**src/rtl/munoc_responder_pkg.sv**
```systemverilog
// Shared definitions for the MUNOC register responder.
// Contents:
//   - link field offsets, relative to the phit width (valid/last sit above the phit)
//   - request/response header field positions
//   - responder FSM state encoding
//   - build_rsp_header: assembles the 32-bit response header
package munoc_responder_pkg;

  // Link layout is {valid, last, phit[BW_PHIT-1:0]}; offsets are added to BW_PHIT.
  localparam int LINK_LAST_OFS  = 0;
  localparam int LINK_VALID_OFS = 1;

  // Header fields (request and response share the low 16 bits).
  localparam int HDR_SRC_LSB  = 0;
  localparam int HDR_SRC_W    = 8;
  localparam int HDR_WR_BIT   = 8;
  localparam int HDR_ERR_BIT  = 9;
  localparam int HDR_LEN_LSB  = 12;
  localparam int HDR_LEN_W    = 4;
  localparam int HDR_ADDR_LSB = 16;
  localparam int HDR_RID_LSB  = 24;
  localparam int HDR_RID_W    = 8;

  typedef enum logic [2:0] {
    ST_IDLE  = 3'd0,
    ST_WDATA = 3'd1,
    ST_WRSP  = 3'd2,
    ST_RHDR  = 3'd3,
    ST_RDATA = 3'd4
  } rsp_state_t;

  function automatic logic [31:0] build_rsp_header(
    input logic [HDR_SRC_W-1:0] dest,
    input logic                 is_write,
    input logic                 err,
    input logic [HDR_LEN_W-1:0] lenm1,
    input logic [HDR_RID_W-1:0] rid
  );
    logic [31:0] h;
    h = '0;
    h[HDR_SRC_LSB +: HDR_SRC_W] = dest;
    h[HDR_WR_BIT]               = is_write;
    h[HDR_ERR_BIT]              = err;
    h[HDR_LEN_LSB +: HDR_LEN_W] = lenm1;
    h[HDR_RID_LSB +: HDR_RID_W] = rid;
    return h;
  endfunction

endpackage

```
**src/rtl/munoc_reg_responder_regfile.sv**
```systemverilog
// Register file for the MUNOC register responder.
// NUM_REG words of BW_PHIT bits, one synchronous write port, one
// combinational read port, asynchronous reset to zero.
// Ports:
//   clk, rst        clock, async active-high reset
//   we/waddr/wdata  write port
//   raddr/rdata     asynchronous read port
module munoc_reg_responder_regfile #(
  parameter int BW_PHIT = 32,
  parameter int NUM_REG = 16,
  parameter int IW      = $clog2(NUM_REG)
) (
  input  logic               clk,
  input  logic               rst,
  input  logic               we,
  input  logic [IW-1:0]      waddr,
  input  logic [BW_PHIT-1:0] wdata,
  input  logic [IW-1:0]      raddr,
  output logic [BW_PHIT-1:0] rdata
);

  logic [BW_PHIT-1:0] mem [NUM_REG];

  always_ff @(posedge clk or posedge rst) begin
    if (rst) begin
      for (int i = 0; i < NUM_REG; i++) mem[i] <= '0;
    end else if (we) begin
      mem[waddr] <= wdata;
    end
  end

  assign rdata = mem[raddr];

endmodule

```
**src/rtl/munoc_network_reg_responder.sv**
```systemverilog
// MUNOC slave-end register responder.
// Consumes request packets from a forward-network router output, services
// them against an internal register file, and returns response packets on
// the backward network addressed to the requesting master.
// Ports:
//   clk, rst     clock, async active-high reset
//   rfni_link    forward link in  {valid, last, phit}
//   rfni_ready   forward link accept
//   sbni_link    backward link out {valid, last, phit}
//   sbni_ready   backward link accept
//
// state    | meaning
// ---------+--------------------------------------------------------------
// ST_IDLE  | waiting for a request header
// ST_WDATA | consuming write data phits until last
// ST_WRSP  | presenting the single-phit write response
// ST_RHDR  | presenting the read response header
// ST_RDATA | presenting read data words, last on the final one
module munoc_network_reg_responder
  import munoc_responder_pkg::*;
#(
  parameter int BW_PHIT      = 32,
  parameter int NUM_REG      = 16,
  parameter int RESPONDER_ID = 0
) (
  input  logic               clk,
  input  logic               rst,
  input  logic [BW_PHIT+1:0] rfni_link,
  output logic               rfni_ready,
  output logic [BW_PHIT+1:0] sbni_link,
  input  logic               sbni_ready
);

  localparam int VALID_BIT = BW_PHIT + LINK_VALID_OFS;
  localparam int LAST_BIT  = BW_PHIT + LINK_LAST_OFS;
  localparam int AW        = BW_PHIT - HDR_ADDR_LSB;
  localparam int IW        = $clog2(NUM_REG);

  rsp_state_t state_q, state_d;

  logic [HDR_SRC_W-1:0] src_q, src_d;
  logic                 wr_q, wr_d;
  logic                 err_q, err_d;
  logic [HDR_LEN_W-1:0] lenm1_q, lenm1_d;
  logic [AW-1:0]        addr_q, addr_d;
  logic [4:0]           cnt_q, cnt_d;

  logic               in_valid, in_last, in_fire, out_fire;
  logic [BW_PHIT-1:0] in_phit;

  logic [AW-1:0]        hdr_addr;
  logic [HDR_LEN_W-1:0] hdr_lenm1;
  logic [AW:0]          hdr_end;
  logic                 hdr_range_err;

  logic [AW-1:0]      word_addr;
  logic               cnt_in_len;
  logic               rf_we;
  logic [BW_PHIT-1:0] rf_rdata;
  logic [BW_PHIT-1:0] rsp_hdr;

  logic rsp_valid, rsp_last, rsp_data_sel;

  assign in_valid = rfni_link[VALID_BIT];
  assign in_last  = rfni_link[LAST_BIT];
  assign in_phit  = rfni_link[BW_PHIT-1:0];

  assign rfni_ready = !rst && (state_q == ST_IDLE || state_q == ST_WDATA);
  assign in_fire    = in_valid && rfni_ready;
  assign out_fire   = rsp_valid && sbni_ready;

  // Range check on the last word of the burst, one bit wider than the
  // address field so an address near the top cannot wrap into valid words.
  assign hdr_addr      = in_phit[BW_PHIT-1:HDR_ADDR_LSB];
  assign hdr_lenm1     = in_phit[HDR_LEN_LSB +: HDR_LEN_W];
  assign hdr_end       = {1'b0, hdr_addr} + (AW+1)'(hdr_lenm1);
  assign hdr_range_err = hdr_end >= (AW+1)'(NUM_REG);

  assign word_addr  = addr_q + AW'(cnt_q);
  assign cnt_in_len = cnt_q <= {1'b0, lenm1_q};

  assign rsp_hdr = BW_PHIT'(build_rsp_header(src_q, wr_q, err_q, lenm1_q,
                                             HDR_RID_W'(RESPONDER_ID)));

  always_comb begin
    state_d      = state_q;
    src_d        = src_q;
    wr_d         = wr_q;
    err_d        = err_q;
    lenm1_d      = lenm1_q;
    addr_d       = addr_q;
    cnt_d        = cnt_q;
    rf_we        = 1'b0;
    rsp_valid    = 1'b0;
    rsp_last     = 1'b0;
    rsp_data_sel = 1'b0;

    unique case (state_q)
      ST_IDLE: begin
        if (in_fire) begin
          src_d   = in_phit[HDR_SRC_LSB +: HDR_SRC_W];
          wr_d    = in_phit[HDR_WR_BIT];
          lenm1_d = hdr_lenm1;
          addr_d  = hdr_addr;
          cnt_d   = '0;
          err_d   = hdr_range_err;
          if (in_phit[HDR_WR_BIT]) begin
            // A write header carrying last has no data at all.
            if (in_last) begin
              err_d   = 1'b1;
              state_d = ST_WRSP;
            end else begin
              state_d = ST_WDATA;
            end
          end else begin
            state_d = ST_RHDR;
          end
        end
      end

      ST_WDATA: begin
        if (in_fire) begin
          // cnt saturates at len so overlong packets are drained, not written.
          if (cnt_in_len) begin
            rf_we = !err_q;
            cnt_d = cnt_q + 5'd1;
          end else begin
            err_d = 1'b1;
          end
          if (in_last) begin
            if (cnt_q < {1'b0, lenm1_q}) err_d = 1'b1;
            state_d = ST_WRSP;
          end
        end
      end

      ST_WRSP: begin
        rsp_valid = 1'b1;
        rsp_last  = 1'b1;
        if (out_fire) state_d = ST_IDLE;
      end

      ST_RHDR: begin
        rsp_valid = 1'b1;
        rsp_last  = err_q;
        if (out_fire) begin
          cnt_d   = '0;
          state_d = err_q ? ST_IDLE : ST_RDATA;
        end
      end

      ST_RDATA: begin
        rsp_valid    = 1'b1;
        rsp_data_sel = 1'b1;
        rsp_last     = (cnt_q[3:0] == lenm1_q);
        if (out_fire) begin
          cnt_d = cnt_q + 5'd1;
          if (rsp_last) state_d = ST_IDLE;
        end
      end

      default: state_d = ST_IDLE;
    endcase
  end

  always_ff @(posedge clk or posedge rst) begin
    if (rst) begin
      state_q <= ST_IDLE;
      src_q   <= '0;
      wr_q    <= 1'b0;
      err_q   <= 1'b0;
      lenm1_q <= '0;
      addr_q  <= '0;
      cnt_q   <= '0;
    end else begin
      state_q <= state_d;
      src_q   <= src_d;
      wr_q    <= wr_d;
      err_q   <= err_d;
      lenm1_q <= lenm1_d;
      addr_q  <= addr_d;
      cnt_q   <= cnt_d;
    end
  end

  munoc_reg_responder_regfile #(
    .BW_PHIT (BW_PHIT),
    .NUM_REG (NUM_REG),
    .IW      (IW)
  ) u_regfile (
    .clk   (clk),
    .rst   (rst),
    .we    (rf_we),
    .waddr (word_addr[IW-1:0]),
    .wdata (in_phit),
    .raddr (word_addr[IW-1:0]),
    .rdata (rf_rdata)
  );

  assign sbni_link[VALID_BIT]     = rsp_valid;
  assign sbni_link[LAST_BIT]      = rsp_last;
  assign sbni_link[BW_PHIT-1:0]   = rsp_data_sel ? rf_rdata
                                  : (rsp_valid ? rsp_hdr : '0);

  // Reserved header bits and the address bits above the register index
  // are intentionally ignored.
  logic unused_bits;
  assign unused_bits = ^{in_phit[11:9], word_addr[AW-1:IW]};

endmodule

```
**config.mk**
```make
export PLATFORM = sky130hd
export DESIGN_NAME = munoc_network_reg_responder
export DESIGN_NICKNAME = d
export VERILOG_FILES = /design/src/rtl/munoc_responder_pkg.sv /design/src/rtl/munoc_reg_responder_regfile.sv /design/src/rtl/munoc_network_reg_responder.sv
export SDC_FILE = /design/constraint.sdc
export NUM_CORES = 1
export LEC_CHECK = 0
export ABC_AREA = 1
export BUFFER_PORTS_ARGS = -buffer_cell sky130_fd_sc_hd__buf_2
export CAP_MARGIN = 20
export CELL_PAD_IN_SITES_DETAIL_PLACEMENT = 1
export CELL_PAD_IN_SITES_GLOBAL_PLACEMENT = 1
export CORE_MARGIN = 5
export CORE_UTILIZATION = 40
export DETAILED_ROUTE_END_ITERATION = 10
export PLACE_DENSITY_LB_ADDON = 0.1
export SYNTH_ARGS = -nofsm -noshare
export SYNTH_HDL_FRONTEND = slang
export SYNTH_SLANG_ARGS = --single-unit
```
**constraint.sdc**
```tcl
create_clock -name clk -period 18.7 [get_ports clk]
set_input_delay 1.87 -clock clk [delete_from_list [all_inputs] [get_ports clk]]
set_output_delay 1.87 -clock clk [all_outputs]
set_load 0.005 [all_outputs]
```
==> impl_metrics.sql, run 1 <==
INSERT INTO impl_metrics (metric_group, metric, value, unit) VALUES
('cts', 'clock_tree.htree_level_count', '2', ''),
('yosys', 'adder_cell_share_of_the_synthesized_area', '0.00754', ''),
('floorplan', 'chipHeight', '261', 'µm'),
('route', 'drt_pre_antenna_iters', '5', ''),
('cts', 'ctsHoldBuffers', '0', ''),
('timing', 'worst_clock_skew', '0.0195', 'ns'),
('cts', 'cts_buffers', '60', ''),
('pwr', 'p_sw_frac', '0.438', ''),
('worst_setup_path', 'reg2reg_to', 'u_regfile.mem[502]$_DFFE_PP0P_', ''),
('pwr', 'clock_power_share', '0.256', ''),
('yosys', 'synth_warnings', '0', ''),
('pwr', 'power.internal', '2.59', 'mW'),
('pwr', 'total_chip_power', '4.61', 'mW'),
('cts', 'cts_tree', 'yes', ''),
('timing', 'maximum_achievable_frequency', '0.145', 'GHz'),
('cts', 'clk_path_buf_depth', '3', ''),
('pwr', 'power.share.combinational', '0.408', ''),
('cts', 'cts.repair_timing.setup_buffer_count', '0', ''),
('worst_setup_path', 'crit_start', 'cnt_q[0]$_DFFE_PP0P_', ''),
('layout', 'fraction_of_layout_instances_using_a_drive_strength_above_1', '0.0876', ''),
('worst_setup_path', 'worst-endpoint-arrival', '5.01', 'ns'),
('placement', 'globalplace.congestion', '0.804', ''),
('global_route', 'grt_first_pass_wirelength', '154000', 'µm'),
('yosys', 'synth_enable_flop_cells', '0', ''),
('timing', 'timing.final.crit_share', '0.368', ''),
('global_route', 'global_route.overflow_total', '0', ''),
('yosys', 'postSynth.asyncResetShare', '1.00', ''),
('timing', 'timing_max_transition_violations_final', '0', ''),
('layout', 'syn2layout_area_growth', '11.8', '%'),
('timing', 'finalWorstPathRequiredPeriod', '6.88', 'ns'),
('yosys', 'synth_top_area_cell', 'sky130_fd_sc_hd__dfrtp_1', ''),
('yosys', 'postSynth.topFlopCell', 'sky130_fd_sc_hd__dfrtp_1', ''),
('worst_setup_path', 'crit_path_max_fanout', '58', ''),
('floorplan', 'floorplan.initialDensity', '0.402', ''),
('timing', 'timing.final.setup_violations', '0', ''),
('timing', 'grt_setup_unrepaired', 'no', ''),
('yosys', 'avgSynthCellArea', '7.81', 'µm²'),
('pwr', 'seqPwrFrac', '0.336', ''),
('worst_setup_path', 'timing.critical_path.from_type', 'flop', ''),
('yosys', 'yosys.area_share.xor_xnor', '0.00139', ''),
('yosys', 'synth_simple_gate_area_share', '0.291', ''),
('flow_run', 'cap_violations', '0', ''),
('route', 'ant_nets', '0', ''),
('global_route', 'track_usage', '0.294', ''),
('yosys', 'synth.area.top_cells', 'sky130_fd_sc_hd__dfrtp_1 (53%), sky130_fd_sc_hd__nand2_1 (25%), sky130_fd_sc_hd__o21ai_0 (4.5%)', ''),
('route', 'num_vias', '23000', ''),
('cts', 'worst_skew_pair.late_latency', '0.64', 'ns'),
('outcome', 'outcome', 'completed', ''),
('timing', 'tightestPinTransition', '1.20', 'ns'),
('timing', 'final-hold-violation-count', '0', ''),
('pwr', 'lkg_pwr', '15.1', 'nW'),
('worst_setup_path', 'rr_startpoint', 'cnt_q[0]$_DFFE_PP0P_', ''),
('layout', 'number_of_antenna_cells_inserted', '0', ''),
('yosys', 'synth_fp_nets', '3281', ''),
('floorplan', 'die_width', '261', 'µm'),
('global_route', 'largest_net_degree_at_the_start_of_global_routing', '155', ''),
('placement', 'number_of_port_buffers', '71', ''),
('timing', 'final_critical_path_setup_slack', '11.82', 'ns'),
('worst_setup_path', 'r2r_cells', '10', ''),
('route', 'detail_route.vias_per_cell', '5.67', ''),
('yosys', 'synth_top_family_by_area', 'simple AND/OR/NAND/NOR gates', ''),
('worst_setup_path', 'critical_path.endpoint', 'sbni_link[29]', ''),
('route', 'routed_wire_length_per_instance', '25.0', 'µm'),
('floorplan', 'fp.dieArea', '0.0682', 'mm²'),
('floorplan', 'row_count', '92', ''),
('yosys', 'synth_top_cells_by_count', 'sky130_fd_sc_hd__nand2_1 (1669), sky130_fd_sc_hd__dfrtp_1 (538), sky130_fd_sc_hd__o21ai_0 (226)', ''),
('cts', 'cts-resized-gates', '0', ''),
('route', 'drcViolationCount', '0', ''),
('cts', 'clk_transition_reported_paths', '0.06', 'ns'),
('placement', 'detailedPlace.worstSlack', '12.55', 'ns'),
('worst_hold_path', 'min_path_type', 'flop to flop', '');
## power groups by stage
stage	clock, mW	sequential (mW)	combinational (mW)
after global placement	0	1.55	1.82
after CTS	1.20	1.54	1.86
after detailed placement	0	1.56	1.85
after global routing	1.24	1.57	2.02
final	1.18	1.55	1.88
after floorplan	0	1.52	1.15
## state kept, by name, summed over array words and instances, names as in the netlist
register / flops
addr_q: 4
err_q: 1
lenm1_q: 4
wr_q: 1
src_q: 8
cnt_q: 5
state_q: 3
u_regfile.mem: 512
## kinds of logic (layout without fill, tap and decap cells)
logic type                 count (synthesis)  in the layout
AOI/OAI and AO/OA                        466            466
and+or+nand+nor                         1873           1873
muxes                                     14             14
buffers and inverters                    321            300
adders and majority gates                 14             14
xor gates and xnor gates                   4              4
DFF                                      538            538
## cell type report
type	instances	area, µm²
Timing Repair Buffer	120	871
Fill cell	7482	34500
Multi-Input combinational cell	2371	10600
Inverter	70	272
Clock inverter	11	87.6
Sequential cell	538	13500
Clock buffer	99	1830
Tap cell	846	1060
## metal layers
metal | GRT usage | up-vias | wire length [µm]
met5 | 0 | - | 0
met4 | 0.0851 | 0 | 2870
met3 | 0.0403 | 164 | 5070
met2 | 0.502 | 632 | 49500
met1 | 0.394 | 12000 | 43800
li1 | - | 10200 | -
## placed cells by master (no fill, tap or decap), types with 4 or more instances in the layout
cell type                   count
sky130_fd_sc_hd__clkbuf_16     61
sky130_fd_sc_hd__inv_2         12
sky130_fd_sc_hd__nor3_4        11
sky130_fd_sc_hd__o211ai_1      12
sky130_fd_sc_hd__a21oi_1        4
sky130_fd_sc_hd__inv_1         55
sky130_fd_sc_hd__nand4_1       25
sky130_fd_sc_hd__nand2_2       11
sky130_fd_sc_hd__o22ai_1      152
sky130_fd_sc_hd__clkbuf_1      22
sky130_fd_sc_hd__nor2_2         4
sky130_fd_sc_hd__buf_4         39
sky130_fd_sc_hd__ha_1          12
sky130_fd_sc_hd__nor2_1        64
sky130_fd_sc_hd__nand2_1     1655
sky130_fd_sc_hd__clkbuf_8      16
sky130_fd_sc_hd__o2111ai_1     13
sky130_fd_sc_hd__mux2_2        14
sky130_fd_sc_hd__nand3_1       79
sky130_fd_sc_hd__clkinv_2       9
sky130_fd_sc_hd__o21ai_0      226
sky130_fd_sc_hd__a22oi_1       51
sky130_fd_sc_hd__dfrtp_1      538
sky130_fd_sc_hd__buf_2         71
sky130_fd_sc_hd__nor2_4        10
sky130_fd_sc_hd__buf_12         7
## critical path, cell delays in order, from the launching register on
cell	delay (ns)
sky130_fd_sc_hd__dfrtp_1	0.43
sky130_fd_sc_hd__ha_1	0.24
sky130_fd_sc_hd__fa_1	0.59
sky130_fd_sc_hd__nor2_4	0.14
sky130_fd_sc_hd__buf_4	0.71
sky130_fd_sc_hd__clkinv_2	0.87
sky130_fd_sc_hd__buf_4	0.59
sky130_fd_sc_hd__o22ai_1	0.20
sky130_fd_sc_hd__o21ai_0	0.12
sky130_fd_sc_hd__nand3_1	0.23
sky130_fd_sc_hd__nor2_1	0.09
sky130_fd_sc_hd__buf_2	0.13
## worst min-delay path by stage
stage	startpoint	end	cells after the start
6_report	u_regfile.mem[442]$_DFFE_PP0P_	u_regfile.mem[442]$_DFFE_PP0P_	2
5_1_grt	u_regfile.mem[260]$_DFFE_PP0P_	u_regfile.mem[260]$_DFFE_PP0P_	2
4_1_cts	u_regfile.mem[137]$_DFFE_PP0P_	u_regfile.mem[137]$_DFFE_PP0P_	2
3_5_place_dp	u_regfile.mem[137]$_DFFE_PP0P_	u_regfile.mem[137]$_DFFE_PP0P_	2
3_3_place_gp	u_regfile.mem[183]$_DFFE_PP0P_	u_regfile.mem[183]$_DFFE_PP0P_	2
2_1_floorplan	u_regfile.mem[128]$_DFFE_PP0P_	u_regfile.mem[128]$_DFFE_PP0P_	2
## stage by stage
| stage | utilization | cell area (µm²) | cells | hold slack [ns] |
|---|---|---|---|---|
| after floorplan | - | 25200 | 3230 | 0.449 |
| after global placement | 0.416 | 26100 | 3937 | 0.463 |
| after detailed placement | 0.417 | 26200 | 3940 | 0.466 |
| after CTS | 0.448 | 28100 | 4050 | 0.483 |
| after global routing | 0.450 | 28200 | 4055 | 0.494 |
| final | 0.450 | 28200 | 4055 | 0.479 |
No activity file was read; power rests on OpenSTA's default activity.
==> run 2, diff against run 1 <==
- ABC_AREA: 1 -> 0
- clock period: 18.7 -> 5.9 ns (I/O delays scaled with it)
==> impl_metrics.sql, run 2 <==
INSERT INTO impl_metrics (metric_group, metric, value, unit) VALUES
('global_route', 'grt_first_pass_wirelength', '106000', 'µm'),
('worst_setup_path', 'cpMaxStageDelayCell', 'sky130_fd_sc_hd__fa_4', ''),
('pwr', 'power_per_cell_area', '400', 'mW/mm²'),
('worst_setup_path', 'timing.critical_path.slowest_cell_delay', '1.09', 'ns'),
('route', 'detail_route.vias_per_cell', '5.68', ''),
('yosys', 'seq_area_frac_synth', '0.541', ''),
('timing', 'timing_max_transition_violations_final', '0', ''),
('worst_setup_path', 'critical_path_cell_count', '8', ''),
('cts', 'cts-resized-gates', '0', ''),
('global_route', 'initial_antenna_violation_count', '0', ''),
('timing', 'tightestPinTransition', '1.16', 'ns'),
('worst_hold_path', 'min_to', 'state_q[2]$_DFFE_PP0P_', ''),
('yosys', 'synth_simple_gate_area_share', '0.0246', ''),
('timing', 'final_critical_path_setup_slack', '1.15', 'ns'),
('timing', 'timing.final.setup_violations', '0', ''),
('global_route', 'largest_net_degree_at_the_start_of_global_routing', '78', ''),
('layout', 'number_of_antenna_cells_inserted', '0', ''),
('worst_hold_path', 'worstHoldStart', 'sbni_ready', ''),
('worst_setup_path', 'timing.critical_path.cells', 'ha_4, fa_4, buf_12, mux4_2, a22oi_1, a21oi_1, a21o_1, buf_2', ''),
('floorplan', 'io-pin-count', '72', ''),
('yosys', 'yosys.area_share.xor_xnor', '0.00458', ''),
('worst_hold_path', 'min_path_type', 'input pin to flop', ''),
('timing', 'timing.final.crit_share', '0.805', ''),
('timing', 'final-hold-violation-count', '0', ''),
('floorplan', 'row_count', '91', ''),
('worst_setup_path', 'setup.worst_path.end_class', 'output pin', ''),
('route', 'routed_wire_length_per_instance', '27.1', 'µm'),
('worst_setup_path', 'cp.buffers_inverters', '2', ''),
('route', 'dr.first_iter.drc_count', '853', ''),
('yosys', 'syn_inst', '1617', ''),
('yosys', 'synth.area.top_cells', 'sky130_fd_sc_hd__dfrtp_1 (54%), sky130_fd_sc_hd__mux2_2 (14%), sky130_fd_sc_hd__mux4_2 (12%)', ''),
('route', 'detail_route.wirelength', '68500', 'µm'),
('layout', 'final_cell_mix', 'sky130_fd_sc_hd__dfrtp_1 (538), sky130_fd_sc_hd__mux2_2 (310), sky130_fd_sc_hd__mux2_4 (200)', ''),
('timing', 'grt_setup_unrepaired', 'no', ''),
('timing', 'worst_clock_skew', '0.0240', 'ns'),
('layout', 'final.fill_count', '5913', ''),
('floorplan', 'die_width', '259', 'µm'),
('floorplan', 'design.core.area', '0.0616', 'mm²'),
('yosys', 'synth_enable_flop_cells', '0', ''),
('cts', 'cts.repair_timing.setup_buffer_count', '0', ''),
('floorplan', 'fp.dieArea', '0.0673', 'mm²'),
('worst_setup_path', 'timing.critical_path.from_type', 'flop', ''),
('yosys', 'postSynth.asyncResetShare', '1.00', ''),
('placement', 'globalplace.congestion', '0.748', ''),
('cts', 'clk_path_buf_depth', '3', ''),
('cts', 'cts_buffers', '61', ''),
('route', 'drt_pre_antenna_iters', '5', ''),
('cts', 'clock-root-buffer', 'sky130_fd_sc_hd__clkbuf_16', ''),
('layout', 'largest_registers', 'u_regfile.mem (512), src_q (8), cnt_q (5)', ''),
('timing', 'maximum_achievable_frequency', '0.211', 'GHz'),
('cts', 'clk_transition_reported_paths', '0.06', 'ns'),
('layout', 'final_core_utilization', '0.468', ''),
('layout', 'fraction_of_layout_instances_using_a_drive_strength_above_1', '0.519', ''),
('yosys', 'synth_top_family_by_area', 'multiplexers', ''),
('yosys', 'mux_cell_area_share_after_synthesis', '0.357', ''),
('yosys', 'netlist.area_leader.share', '0.541', ''),
('cts', 'worst_skew_pair.late_latency', '0.62', 'ns'),
('yosys', 'share_of_the_synthesized_area_in_compound_gates_ao_oa_aoi_oai', '0.0339', ''),
('timing', 'finalWorstPathRequiredPeriod', '4.75', 'ns'),
('yosys', 'adder_cell_share_of_the_synthesized_area', '0.00765', ''),
('worst_setup_path', 'worstSetupPathType', 'flop to output pin', ''),
('global_route', 'track_usage', '0.206', ''),
('yosys', 'synthesis.area', '0.0249', 'mm²'),
('yosys', 'postSynth.topFlopCell', 'sky130_fd_sc_hd__dfrtp_1', ''),
('layout', 'syn2layout_area_growth', '15.8', '%'),
('route', 'num_vias', '14400', ''),
('worst_setup_path', 'crit_path_max_fanout', '60', ''),
('cts', 'cts_tree', 'yes', ''),
('floorplan', 'chipHeight', '259', 'µm'),
('route', 'drcViolationCount', '0', ''),
('global_route', 'global_route.overflow_total', '0', ''),
('cts', 'ctsHoldBuffers', '1', ''),
('worst_hold_path', 'cells_on_worst_hold_path', '3', ''),
('global_route', 'first_global_vias', '16000', ''),
('yosys', 'synth_top_area_cell', 'sky130_fd_sc_hd__dfrtp_1', ''),
('layout', 'mostFrequentLayoutCell', 'sky130_fd_sc_hd__dfrtp_1', ''),
('yosys', 'ff_latch_count_synth', '538', ''),
('layout', 'num-nets-final', '1698', ''),
('worst_setup_path', 'critical_path_required', '5.31', 'ns'),
('route', 'ant_nets', '0', ''),
('yosys', 'synth_top_cells_by_count', 'sky130_fd_sc_hd__dfrtp_1 (538), sky130_fd_sc_hd__mux2_2 (310), sky130_fd_sc_hd__mux2_1 (218)', ''),
('cts', 'clock-sinks', '538', ''),
('pwr', 'lkg_pwr', '13.8', 'nW'),
('yosys', 'synth_fp_nets', '1668', ''),
('yosys', 'synthMostInstantiatedCell', 'sky130_fd_sc_hd__dfrtp_1', ''),
('cts', 'clock_tree.htree_level_count', '2', ''),
('worst_setup_path', 'r2r_cells', '8', ''),
('layout', 'register_ranked_first_by_flip_flop_count', 'u_regfile.mem', ''),
('worst_setup_path', 'rr_startpoint', 'cnt_q[2]$_DFFE_PP0P_', ''),
('floorplan', 'floorplan.initialDensity', '0.404', ''),
('worst_setup_path', 'r2r_setup_slack', '1.80', 'ns'),
('placement', 'hpwlAfterDp', '39700', 'µm'),
('placement', 'detailedPlace.worstSlack', '1.76', 'ns'),
('worst_setup_path', 'worst-endpoint-arrival', '4.16', 'ns'),
('flow_run', 'cap_violations', '0', ''),
('timing', 'max-slew-margin-rel', '0.226', ''),
('worst_setup_path', 'largest_delay_share_family_worst_path', 'adder cells', ''),
('outcome', 'outcome', 'completed', ''),
('placement', 'number_of_port_buffers', '71', ''),
('yosys', 'synthDistinctLibCells', '53', ''),
('pwr', 'peakVddDrop', '0.467', 'mV'),
('worst_setup_path', 'reg2reg_to', 'u_regfile.mem[94]$_DFFE_PP0P_', ''),
('yosys', 'avgSynthCellArea', '15.4', 'µm²'),
('yosys', 'synth_warnings', '0', ''),
('layout', 'largest_reg_flops', '512', '');
==> run 2: cell types whose count changed in the layout (fill, tap and decap cells not counted), sizes merged, moves of 13 or more <==
cell     change
nand2     -1638
inv         -61
a22oi       -23
nor2        -58
o2111ai     -13
o22ai      -116
mux2       +514
nand4       -21
a21oi       +17
a21o        +13
mux4       +128
o21ai      -221
nand3       -70
==> run 2: cell type report <==
type                    instances  area, µm²  area share
clock inverters                21        211     0.00734
clock buffers                  89       1800      0.0627
well taps                     837       1050      0.0364
repair buffers                113        781      0.0271
inverters                       9       37.5     0.00130
multi-input cells             924      11500       0.398
flip-flops and latches        538      13500       0.468
==> run 2: worst reg2reg max path: cells and delay by family (launching register included) <==
kind            cells  cell delay (ns)
simple gates        3             1.74
flops               1             0.47
buf+inv             1             0.47
mux                 1             0.44
fa+ha+maj           1             0.39
xor+xnor            1             0.27
compound gates      1             0.20
==> run 2: how the worst max path moves through the flow <==
stage	start	to	slack, ns
after floorplan	rst	u_regfile.mem[160]$_DFFE_PP0P_	-4.58
after global placement	cnt_q[0]$_DFFE_PP0P_	u_regfile.mem[288]$_DFFE_PP0P_	1.76
after detailed placement	cnt_q[0]$_DFFE_PP0P_	u_regfile.mem[359]$_DFFE_PP0P_	1.76
after CTS	cnt_q[0]$_DFFE_PP0P_	sbni_link[14]	1.08
after global routing	cnt_q[0]$_DFFE_PP0P_	sbni_link[14]	0.98
final	cnt_q[0]$_DFFE_PP0P_	sbni_link[14]	1.15
==> run 2: stage by stage <==
| step | setup TNS, ns | cell area [µm²] | instances | hold slack [ns] | total power, mW |
|---|---|---|---|---|---|
| after detailed placement | 0 | 26700 | 2419 | 0.477 | 7.82 |
| final | 0 | 28800 | 2531 | 0.323 | 11.5 |
| after global routing | 0 | 28800 | 2531 | 0.302 | 12.1 |
| after CTS | 0 | 28800 | 2530 | 0.279 | 11.7 |
| after global placement | 0 | 26700 | 2418 | 0.468 | 7.78 |
| after floorplan | -3456.18 | 25700 | 1617 | 0.459 | 6.56 |
==> run 2: cells by family after synthesis <==
group | count (synthesis)
simple gates | 110
mux | 661
compound gates | 126
fa+ha+maj | 14
buf+inv | 155
xor+xnor | 13
flops | 538
==> run 2: per-layer routing <==
| layer | part of all wire | GRT usage | vias to the layer above |
|---|---|---|---|
| li1 | - | - | 6097 |
| met5 | 0 | 0 | - |
| met3 | 0.031 | 0.0276 | 79 |
| met4 | 0.016 | 0.0380 | 0 |
| met2 | 0.47 | 0.329 | 206 |
| met1 | 0.48 | 0.306 | 8006 |
==> run 2: power by group <==
part	leakage [nW]	internal, mW	switching (mW)
logic	5.28	1.42	2.29
clock network	1.01	2.28	1.55
registers	7.47	3.86	0.121
total	13.8	7.55	3.96
